**src/rtl/lockstep_mem_ctrl_pkg.sv**
```systemverilog
// Shared definitions for the lockstep memory controller.
//  - state_e     : controller FSM states
//  - Err*        : err_code values reported on lockstep_err
//  - mem_req_t   : one picorv32 native-port request (instr, addr, wdata, wstrb)
//  - lane_mask() : expands byte strobes into a 32-bit data mask
package lockstep_defs;

    typedef enum logic [2:0] {
        StIdle,
        StWait,
        StIssue,
        StResp,
        StErr
    } state_e;

    localparam logic [1:0] ErrNone     = 2'b00;
    localparam logic [1:0] ErrMismatch = 2'b01;
    localparam logic [1:0] ErrTimeout  = 2'b10;
    localparam logic [1:0] ErrProtocol = 2'b11;

    typedef struct packed {
        logic        instr;
        logic [31:0] addr;
        logic [31:0] wdata;
        logic [3:0]  wstrb;
    } mem_req_t;

    function automatic logic [31:0] lane_mask(input logic [3:0] wstrb);
        return {{8{wstrb[3]}}, {8{wstrb[2]}}, {8{wstrb[1]}}, {8{wstrb[0]}}};
    endfunction

endpackage

```
**src/rtl/lockstep_mem_ctrl_if.sv**
```systemverilog
// picorv32 native memory port bundle.
//  valid/instr/addr/wdata/wstrb : request, driven by the requester (master)
//  ready/rdata                  : response, driven by the responder (slave)
interface lockstep_mem_ctrl_if;

    logic        valid;
    logic        instr;
    logic [31:0] addr;
    logic [31:0] wdata;
    logic [3:0]  wstrb;
    logic        ready;
    logic [31:0] rdata;

    modport master (
        output valid, instr, addr, wdata, wstrb,
        input  ready, rdata
    );

    modport slave (
        input  valid, instr, addr, wdata, wstrb,
        output ready, rdata
    );

endinterface

```
**src/rtl/lockstep_mem_ctrl_req_cmp.sv**
```systemverilog
// Combinational comparator for the two lockstep core requests.
//  *_0_i / *_1_i : request fields from core0 / core1
//  match_o       : 1 when addr, wstrb and instr are equal and write data agrees
//                  in every byte lane enabled by wstrb (reads ignore wdata)
module lockstep_req_cmp
    import lockstep_defs::*;
(
    input  logic        instr_0_i,
    input  logic [31:0] addr_0_i,
    input  logic [31:0] wdata_0_i,
    input  logic [3:0]  wstrb_0_i,
    input  logic        instr_1_i,
    input  logic [31:0] addr_1_i,
    input  logic [31:0] wdata_1_i,
    input  logic [3:0]  wstrb_1_i,
    output logic        match_o
);

    // Strobes must already be equal for a match, so core0's mask covers both.
    logic [31:0] data_diff;

    assign data_diff = (wdata_0_i ^ wdata_1_i) & lane_mask(wstrb_0_i);

    assign match_o = (addr_0_i == addr_1_i) && (wstrb_0_i == wstrb_1_i) &&
                     (instr_0_i == instr_1_i) && (data_diff == '0);

endmodule

```
**src/rtl/lockstep_mem_ctrl.sv**
```systemverilog
// Lockstep memory controller: two redundant picorv32 cores share one memory port.
//  clk, resetn      : clock, asynchronous active-low reset
//  core0_if/core1_if: core request ports (slave side)
//  mem_if           : downstream memory port (master side)
//  err_clr          : one-cycle pulse leaving the error state
//  lockstep_err     : sticky error flag
//  err_code         : first error cause (01 mismatch, 10 timeout, 11 protocol)
// Both cores must request; matching requests produce one downstream transfer whose
// response is returned to both cores in the same cycle.
module lockstep_mem_ctrl
    import lockstep_defs::*;
#(
    parameter int unsigned SKEW_MAX = 15
) (
    input  logic                       clk,
    input  logic                       resetn,
    lockstep_mem_ctrl_if.slave         core0_if,
    lockstep_mem_ctrl_if.slave         core1_if,
    lockstep_mem_ctrl_if.master        mem_if,
    input  logic                       err_clr,
    output logic                       lockstep_err,
    output logic [1:0]                 err_code
);

    localparam int unsigned     CntW   = $clog2(SKEW_MAX + 1);
    localparam logic [CntW-1:0] CntMax = CntW'(SKEW_MAX);

    state_e          state_q, state_d;
    logic [CntW-1:0] cnt_q, cnt_d;
    logic            wait1_q, wait1_d;     // 1: core1 is the core waiting in StWait
    logic            mem_valid_q, mem_valid_d;
    mem_req_t        req_q, req_d;
    logic            ready_q, ready_d;
    logic [31:0]     rdata_q, rdata_d;
    logic            err_q, err_d;
    logic [1:0]      code_q, code_d;

    logic            v0, v1, both_valid, waiter_valid, req_match, do_cmp;

    assign v0           = core0_if.valid;
    assign v1           = core1_if.valid;
    assign both_valid   = v0 && v1;
    assign waiter_valid = wait1_q ? v1 : v0;

    lockstep_req_cmp u_req_cmp (
        .instr_0_i (core0_if.instr),
        .addr_0_i  (core0_if.addr),
        .wdata_0_i (core0_if.wdata),
        .wstrb_0_i (core0_if.wstrb),
        .instr_1_i (core1_if.instr),
        .addr_1_i  (core1_if.addr),
        .wdata_1_i (core1_if.wdata),
        .wstrb_1_i (core1_if.wstrb),
        .match_o   (req_match)
    );

    always_comb begin
        state_d     = state_q;
        cnt_d       = cnt_q;
        wait1_d     = wait1_q;
        mem_valid_d = mem_valid_q;
        req_d       = req_q;
        ready_d     = 1'b0;
        rdata_d     = rdata_q;
        err_d       = err_q;
        code_d      = code_q;
        do_cmp      = 1'b0;

        unique case (state_q)
            StIdle: begin
                if (both_valid) begin
                    do_cmp = 1'b1;
                end else if (v0 || v1) begin
                    state_d = StWait;
                    cnt_d   = '0;
                    wait1_d = v1;
                end
            end
            StWait: begin
                cnt_d = (cnt_q == CntMax) ? cnt_q : cnt_q + CntW'(1);
                if (!waiter_valid) begin
                    state_d = StErr;
                    err_d   = 1'b1;
                    code_d  = ErrProtocol;
                end else if (both_valid) begin
                    // Partner arriving on the timeout cycle still gets compared.
                    do_cmp = 1'b1;
                end else if (cnt_q == CntMax) begin
                    state_d = StErr;
                    err_d   = 1'b1;
                    code_d  = ErrTimeout;
                end
            end
            StIssue: begin
                if (!both_valid) begin
                    state_d     = StErr;
                    mem_valid_d = 1'b0;
                    err_d       = 1'b1;
                    code_d      = ErrProtocol;
                end else if (mem_if.ready) begin
                    state_d     = StResp;
                    mem_valid_d = 1'b0;
                    ready_d     = 1'b1;
                    rdata_d     = mem_if.rdata;
                end
            end
            StResp: begin
                // Cores still hold valid this cycle; it is the finished request.
                state_d = StIdle;
            end
            StErr: begin
                if (err_clr) begin
                    state_d = StIdle;
                    err_d   = 1'b0;
                    code_d  = ErrNone;
                end
            end
            default: begin
                state_d = StIdle;
            end
        endcase

        if (do_cmp) begin
            if (req_match) begin
                state_d     = StIssue;
                mem_valid_d = 1'b1;
                req_d       = {core0_if.instr, core0_if.addr, core0_if.wdata, core0_if.wstrb};
            end else begin
                state_d = StErr;
                err_d   = 1'b1;
                code_d  = ErrMismatch;
            end
        end
    end

    always_ff @(posedge clk or negedge resetn) begin
        if (!resetn) begin
            state_q     <= StIdle;
            cnt_q       <= '0;
            wait1_q     <= 1'b0;
            mem_valid_q <= 1'b0;
            req_q       <= '0;
            ready_q     <= 1'b0;
            rdata_q     <= '0;
            err_q       <= 1'b0;
            code_q      <= ErrNone;
        end else begin
            state_q     <= state_d;
            cnt_q       <= cnt_d;
            wait1_q     <= wait1_d;
            mem_valid_q <= mem_valid_d;
            req_q       <= req_d;
            ready_q     <= ready_d;
            rdata_q     <= rdata_d;
            err_q       <= err_d;
            code_q      <= code_d;
        end
    end

    assign mem_if.valid   = mem_valid_q;
    assign mem_if.instr   = req_q.instr;
    assign mem_if.addr    = req_q.addr;
    assign mem_if.wdata   = req_q.wdata;
    assign mem_if.wstrb   = req_q.wstrb;

    assign core0_if.ready = ready_q;
    assign core0_if.rdata = rdata_q;
    assign core1_if.ready = ready_q;
    assign core1_if.rdata = rdata_q;

    assign lockstep_err   = err_q;
    assign err_code       = code_q;

endmodule

```
**src/flat_wrapper.sv**
```systemverilog
// flat-port wrapper written by rule: the top's interface ports become plain ports
module lockstep_mem_ctrl_flat import lockstep_defs::*;
#(
    parameter int unsigned SKEW_MAX = 15
)
  (clk, resetn, err_clr, lockstep_err, err_code, core0_if_valid, core0_if_instr, core0_if_addr, core0_if_wdata, core0_if_wstrb, core0_if_ready, core0_if_rdata, core1_if_valid, core1_if_instr, core1_if_addr, core1_if_wdata, core1_if_wstrb, core1_if_ready, core1_if_rdata, mem_if_valid, mem_if_instr, mem_if_addr, mem_if_wdata, mem_if_wstrb, mem_if_ready, mem_if_rdata);
  lockstep_mem_ctrl_if core0_if_i ();
  lockstep_mem_ctrl_if core1_if_i ();
  lockstep_mem_ctrl_if mem_if_i ();
  input  logic clk;
  input  logic resetn;
  input  logic err_clr;
  output logic lockstep_err;
  output logic [1:0] err_code;
  input wire logic [$bits(core0_if_i.valid)-1:0] core0_if_valid;
  input wire logic [$bits(core0_if_i.instr)-1:0] core0_if_instr;
  input wire logic [$bits(core0_if_i.addr)-1:0] core0_if_addr;
  input wire logic [$bits(core0_if_i.wdata)-1:0] core0_if_wdata;
  input wire logic [$bits(core0_if_i.wstrb)-1:0] core0_if_wstrb;
  output wire logic [$bits(core0_if_i.ready)-1:0] core0_if_ready;
  output wire logic [$bits(core0_if_i.rdata)-1:0] core0_if_rdata;
  input wire logic [$bits(core1_if_i.valid)-1:0] core1_if_valid;
  input wire logic [$bits(core1_if_i.instr)-1:0] core1_if_instr;
  input wire logic [$bits(core1_if_i.addr)-1:0] core1_if_addr;
  input wire logic [$bits(core1_if_i.wdata)-1:0] core1_if_wdata;
  input wire logic [$bits(core1_if_i.wstrb)-1:0] core1_if_wstrb;
  output wire logic [$bits(core1_if_i.ready)-1:0] core1_if_ready;
  output wire logic [$bits(core1_if_i.rdata)-1:0] core1_if_rdata;
  output wire logic [$bits(mem_if_i.valid)-1:0] mem_if_valid;
  output wire logic [$bits(mem_if_i.instr)-1:0] mem_if_instr;
  output wire logic [$bits(mem_if_i.addr)-1:0] mem_if_addr;
  output wire logic [$bits(mem_if_i.wdata)-1:0] mem_if_wdata;
  output wire logic [$bits(mem_if_i.wstrb)-1:0] mem_if_wstrb;
  input wire logic [$bits(mem_if_i.ready)-1:0] mem_if_ready;
  input wire logic [$bits(mem_if_i.rdata)-1:0] mem_if_rdata;
  assign core0_if_i.valid = core0_if_valid;
  assign core0_if_i.instr = core0_if_instr;
  assign core0_if_i.addr = core0_if_addr;
  assign core0_if_i.wdata = core0_if_wdata;
  assign core0_if_i.wstrb = core0_if_wstrb;
  assign core0_if_ready = core0_if_i.ready;
  assign core0_if_rdata = core0_if_i.rdata;
  assign core1_if_i.valid = core1_if_valid;
  assign core1_if_i.instr = core1_if_instr;
  assign core1_if_i.addr = core1_if_addr;
  assign core1_if_i.wdata = core1_if_wdata;
  assign core1_if_i.wstrb = core1_if_wstrb;
  assign core1_if_ready = core1_if_i.ready;
  assign core1_if_rdata = core1_if_i.rdata;
  assign mem_if_valid = mem_if_i.valid;
  assign mem_if_instr = mem_if_i.instr;
  assign mem_if_addr = mem_if_i.addr;
  assign mem_if_wdata = mem_if_i.wdata;
  assign mem_if_wstrb = mem_if_i.wstrb;
  assign mem_if_i.ready = mem_if_ready;
  assign mem_if_i.rdata = mem_if_rdata;
  lockstep_mem_ctrl #(.SKEW_MAX(SKEW_MAX)) u_core (.clk(clk), .resetn(resetn), .core0_if(core0_if_i), .core1_if(core1_if_i), .mem_if(mem_if_i), .err_clr(err_clr), .lockstep_err(lockstep_err), .err_code(err_code));
endmodule
```
**config.mk**
```make
export PLATFORM = sky130hd
export DESIGN_NAME = lockstep_mem_ctrl_flat
export DESIGN_NICKNAME = d
export VERILOG_FILES = /design/src/rtl/lockstep_mem_ctrl_pkg.sv /design/src/rtl/lockstep_mem_ctrl_if.sv /design/src/rtl/lockstep_mem_ctrl_req_cmp.sv /design/src/rtl/lockstep_mem_ctrl.sv /design/src/flat_wrapper.sv
export SDC_FILE = /design/constraint.sdc
export NUM_CORES = 1
export LEC_CHECK = 0
export ABC_CLOCK_PERIOD_IN_PS = 2200
export CORE_MARGIN = 4
export CORE_UTILIZATION = 25
export DETAILED_ROUTE_END_ITERATION = 7
export GPL_ROUTABILITY_DRIVEN = 0
export PLACE_DENSITY = 0.61
export REMOVE_ABC_BUFFERS = 1
export SLEW_MARGIN = 20
export SYNTH_ARGS = -nofsm -noshare
export SYNTH_HDL_FRONTEND = slang
export SYNTH_SLANG_ARGS = --single-unit
```
**constraint.sdc**
```tcl
create_clock -name clk -period 2.2 [get_ports clk]
set_input_delay 0.44 -clock clk [delete_from_list [all_inputs] [get_ports clk]]
set_output_delay 0.44 -clock clk [all_outputs]
set_load 0.01 [all_outputs]
```
==> run summary <==
DR iter-0 viols: 131
final wirelength: 19500 um
Levels on crit path: 11
via count: 4900
Nets: 1034
Setup crit end kind: flip-flop
Avg Vias per Cell: 4.28
register area: 0.00285 sq mm
maxcap violations: 0
worst setup margin: 2.97 ps
post-route non-filler standard cell count: 1145
Setup WS pre-CTS: -876 ps
setup violators final: 0
clk sinks: 114
Max-slew headroom: 0.644
Final Cycle Share: 0.999
Pleak: 4.74 nW
worst-path cell chain: clkdlybuf4s50_1 -> xnor2_1 -> nand4_1 -> o21ai_2 -> buf_4 -> nand3_4 -> nor3_4 -> buf_6 -> buf_12 -> buf_16 -> mux2_4
vias in the first global route: 5377
Least-Margin Pin Slew: 527 ps
CTS root buf: clkbuf_16
CP startpoint kind: input port
DRC: 0
die span in x: 156 um
antenna cells: 0
Buf/Inv on CP: 5
slowest CP cell: clkdlybuf4s50_1
CTS tree: built
Final HPWL DP: 14200 um
hold depth: 2
GRT Residual Overflow: 0
Initial Utilization: 0.257
number of placed I/O pins: 315
die extent in y: 156 um
first-pass GRT wire length: 29400 um
sequential element share of the synthesized area: 0.522
CP max FO: 8
largest net degree at the start of global routing: 42
RSZ-0062 raised after global routing: yes
IO buf count: 314
max-slew violation count: 0
sum of negative setup slack: 0 ps
WP data arrival: 2490 ps
Max Root-Sink Buffers: 2
syn_area_per_cell: 11.3 sq um
Power Dens Cells: 593 mW/mm^2
Synth area leader: dfrtp_1
Max VDD drop: 470 uV
status: completed
CP required: 2490 ps
CP delay by family, top: buffers and inverters
WL/cell: 17.0 um
DIE AREA: 0.0243 sq mm
HP Class: in -> reg
fin crit period: 2200 ps
maximum clock rate: 455 MHz
Area Growth Syn to Fin: 83.4%
Syn Inst Count: 483
number of synthesized register bits: 114
drt pass-1 iters: 4
worst-skew pair later-pin latency: 410 ps
synth warn: 0
Worst-path clk slew: 60 ps
top area cells in the synthesized netlist: dfrtp_1 (52%), xnor2_1 (11%), mux2_2 (8.9%), nand2_1 (7.0%), mux2_1 (5.4%)
GR Util All Layers: 0.157
Final ANT Viol Nets: 0
# H-tree levels: 4
max incr delay on CP: 470 ps
layout cell share with drive strength beyond 1: 0.293
cell area after synthesis: 0.00547 sq mm
Rows: 53
placed instance count: 1100
core footprint: 0.0213 sq mm
Yosys top cell area share: 0.522
final hold vios: 0
cts bufs inserted: 17
area of the multi-input gates: 0.00257 sq mm
Worst Skew: 12.9 ps
Cell variety after synth: 38
fillers: 2060
antenna violations before repair: 0
Reg2Reg Depth: 8
WS Path Type: in -> reg
## metrics by stage
| step | utilization | hold slack, ps | power (mW) | cell area [sq um] |
|---|---|---|---|---|
| after floorplan | - | 144 | 2.72 | 5110 |
| after global placement | 0.433 | 429 | 3.51 | 9230 |
| after detailed placement | 0.433 | 430 | 3.52 | 9230 |
| after CTS | 0.467 | 266 | 6.04 | 9950 |
| after global routing | 0.471 | 263 | 6.27 | 10000 |
| final | 0.471 | 279 | 5.94 | 10000 |
## report_power, final
group | internal [mW] | switching, mW | leakage, nW | total (mW)
Combinational | 0.666 | 0.497 | 2.93 | 1.16
Clock | 1.44 | 1.06 | 0.244 | 2.50
Sequential | 2.20 | 0.0804 | 1.57 | 2.28
## timing repair
action                                  4_1_cts  5_1_grt
setup buffers                                 8        2
gates cloned                                  5        1
endpoints found under the setup margin       75       71
endpoints found under the hold margin        29        0
pin swaps                                    68       48
hold buffers                                  1        0
resized for setup                           300       70
## placed cells by master (no fill, tap or decap), drive strengths merged, types with 2 or more instances in the layout
cell and count:
mux2 69, a21oi 4, nand3 5, clkinvlp 7, clkdlybuf4s50 184, nand2 102
clkdlybuf4s15 8, nand2b 2, buf 124, clkinv 5, nor2 7, dlygate4sd2 59
inv 7, clkbuf 38, dfrtp 114, nor3 5, nor4 3, dlymetal6s2s 6
xor2 3, o31ai 2, xnor2 67, a21boi 2, a31oi 2, nand4 18
o21ai 11
## cell type report
type | instances | share of cell area
Clock buffer | 17 | 0.0424
Multi-Input combinational cell | 317 | 0.256
Sequential cell | 114 | 0.285
Tap cell | 275 | 0.0343
Timing Repair Buffer | 403 | 0.370
Inverter | 4 | 0.00150
Clock inverter | 15 | 0.0111
## routing by layer
layer,up-vias,routed length [um],global-route usage
met1,2305,8260,0.196
met3,15,1840,0.0538
li1,2343,-,-
met4,0,250,0.0409
met2,237,9170,0.260
met5,-,0,0
## flip-flops by register name (all words and copies together), names as in the netlist
register / flops
u_core.mem_if.addr: 32
u_core.core0_if.ready: 1
u_core.mem_if.instr: 1
u_core.state_q: 3
u_core.mem_if.valid: 1
u_core.cnt_q: 4
u_core.err_code: 2
u_core.wait1_q: 1
u_core.lockstep_err: 1
u_core.mem_if.wdata: 32
u_core.core0_if.rdata: 32
u_core.mem_if.wstrb: 4
## worst reg2reg max path, delay by kind of cell (launching register included)
kind / cells / cell delay [ps]
simple gates: 3 / 580
fa+ha+maj: 1 / 230
flops: 1 / 410
compound gates: 3 / 480
buf+inv: 1 / 170
## logic make-up after synthesis
kind of cell	share of synthesized area
buffers and inverters	0.0680
AO/OA/AOI/OAI	0.0334
multiplexers	0.144
adder cells (fa/ha/maj)	0.00229
flip-flops	0.522
AND/OR/NAND/NOR	0.118
XOR/XNOR	0.112
## path summary, 6_finish.rpt
check	slack, ps	end	start
max	3	u_core.mem_if.addr[26]$_DFFE_PN0P_	core1_if_wdata[5]
min reg2reg	480	u_core.mem_if.wdata[13]$_DFFE_PN0P_	u_core.mem_if.wdata[13]$_DFFE_PN0P_
max in group asynchronous	1090	u_core.mem_if.addr[22]$_DFFE_PN0P_	resetn
min	280	u_core.mem_if.addr[25]$_DFFE_PN0P_	core0_if_addr[25]
max reg2reg	250	u_core.cnt_q[2]$_DFFE_PN0P_	u_core.cnt_q[0]$_DFFE_PN0P_
min in group asynchronous	520	u_core.core0_if.rdata[30]$_DFFE_PN0P_	resetn
## cell usage after synthesis, drive strengths merged
cell type,number
inv,4
a2bb2oi,1
nand2,102
and3,1
nand4,18
o2bb2ai,1
o211ai,1
o21a,1
nor2b,1
buf,42
ha,1
or2,1
dfrtp,114
o21bai,1
xor2,3
o21ai,11
a21oi,4
xnor2,67
a22o,1
o41ai,1
nand2b,2
nor4,3
mux2i,1
a21boi,2
nor3,5
o31ai,2
or3,1
clkbuf,6
nor2,7
mux2,69
a21o,1
a31oi,2
nand3,5
and2,1
Note: power is estimated with default switching activity, not from simulation.
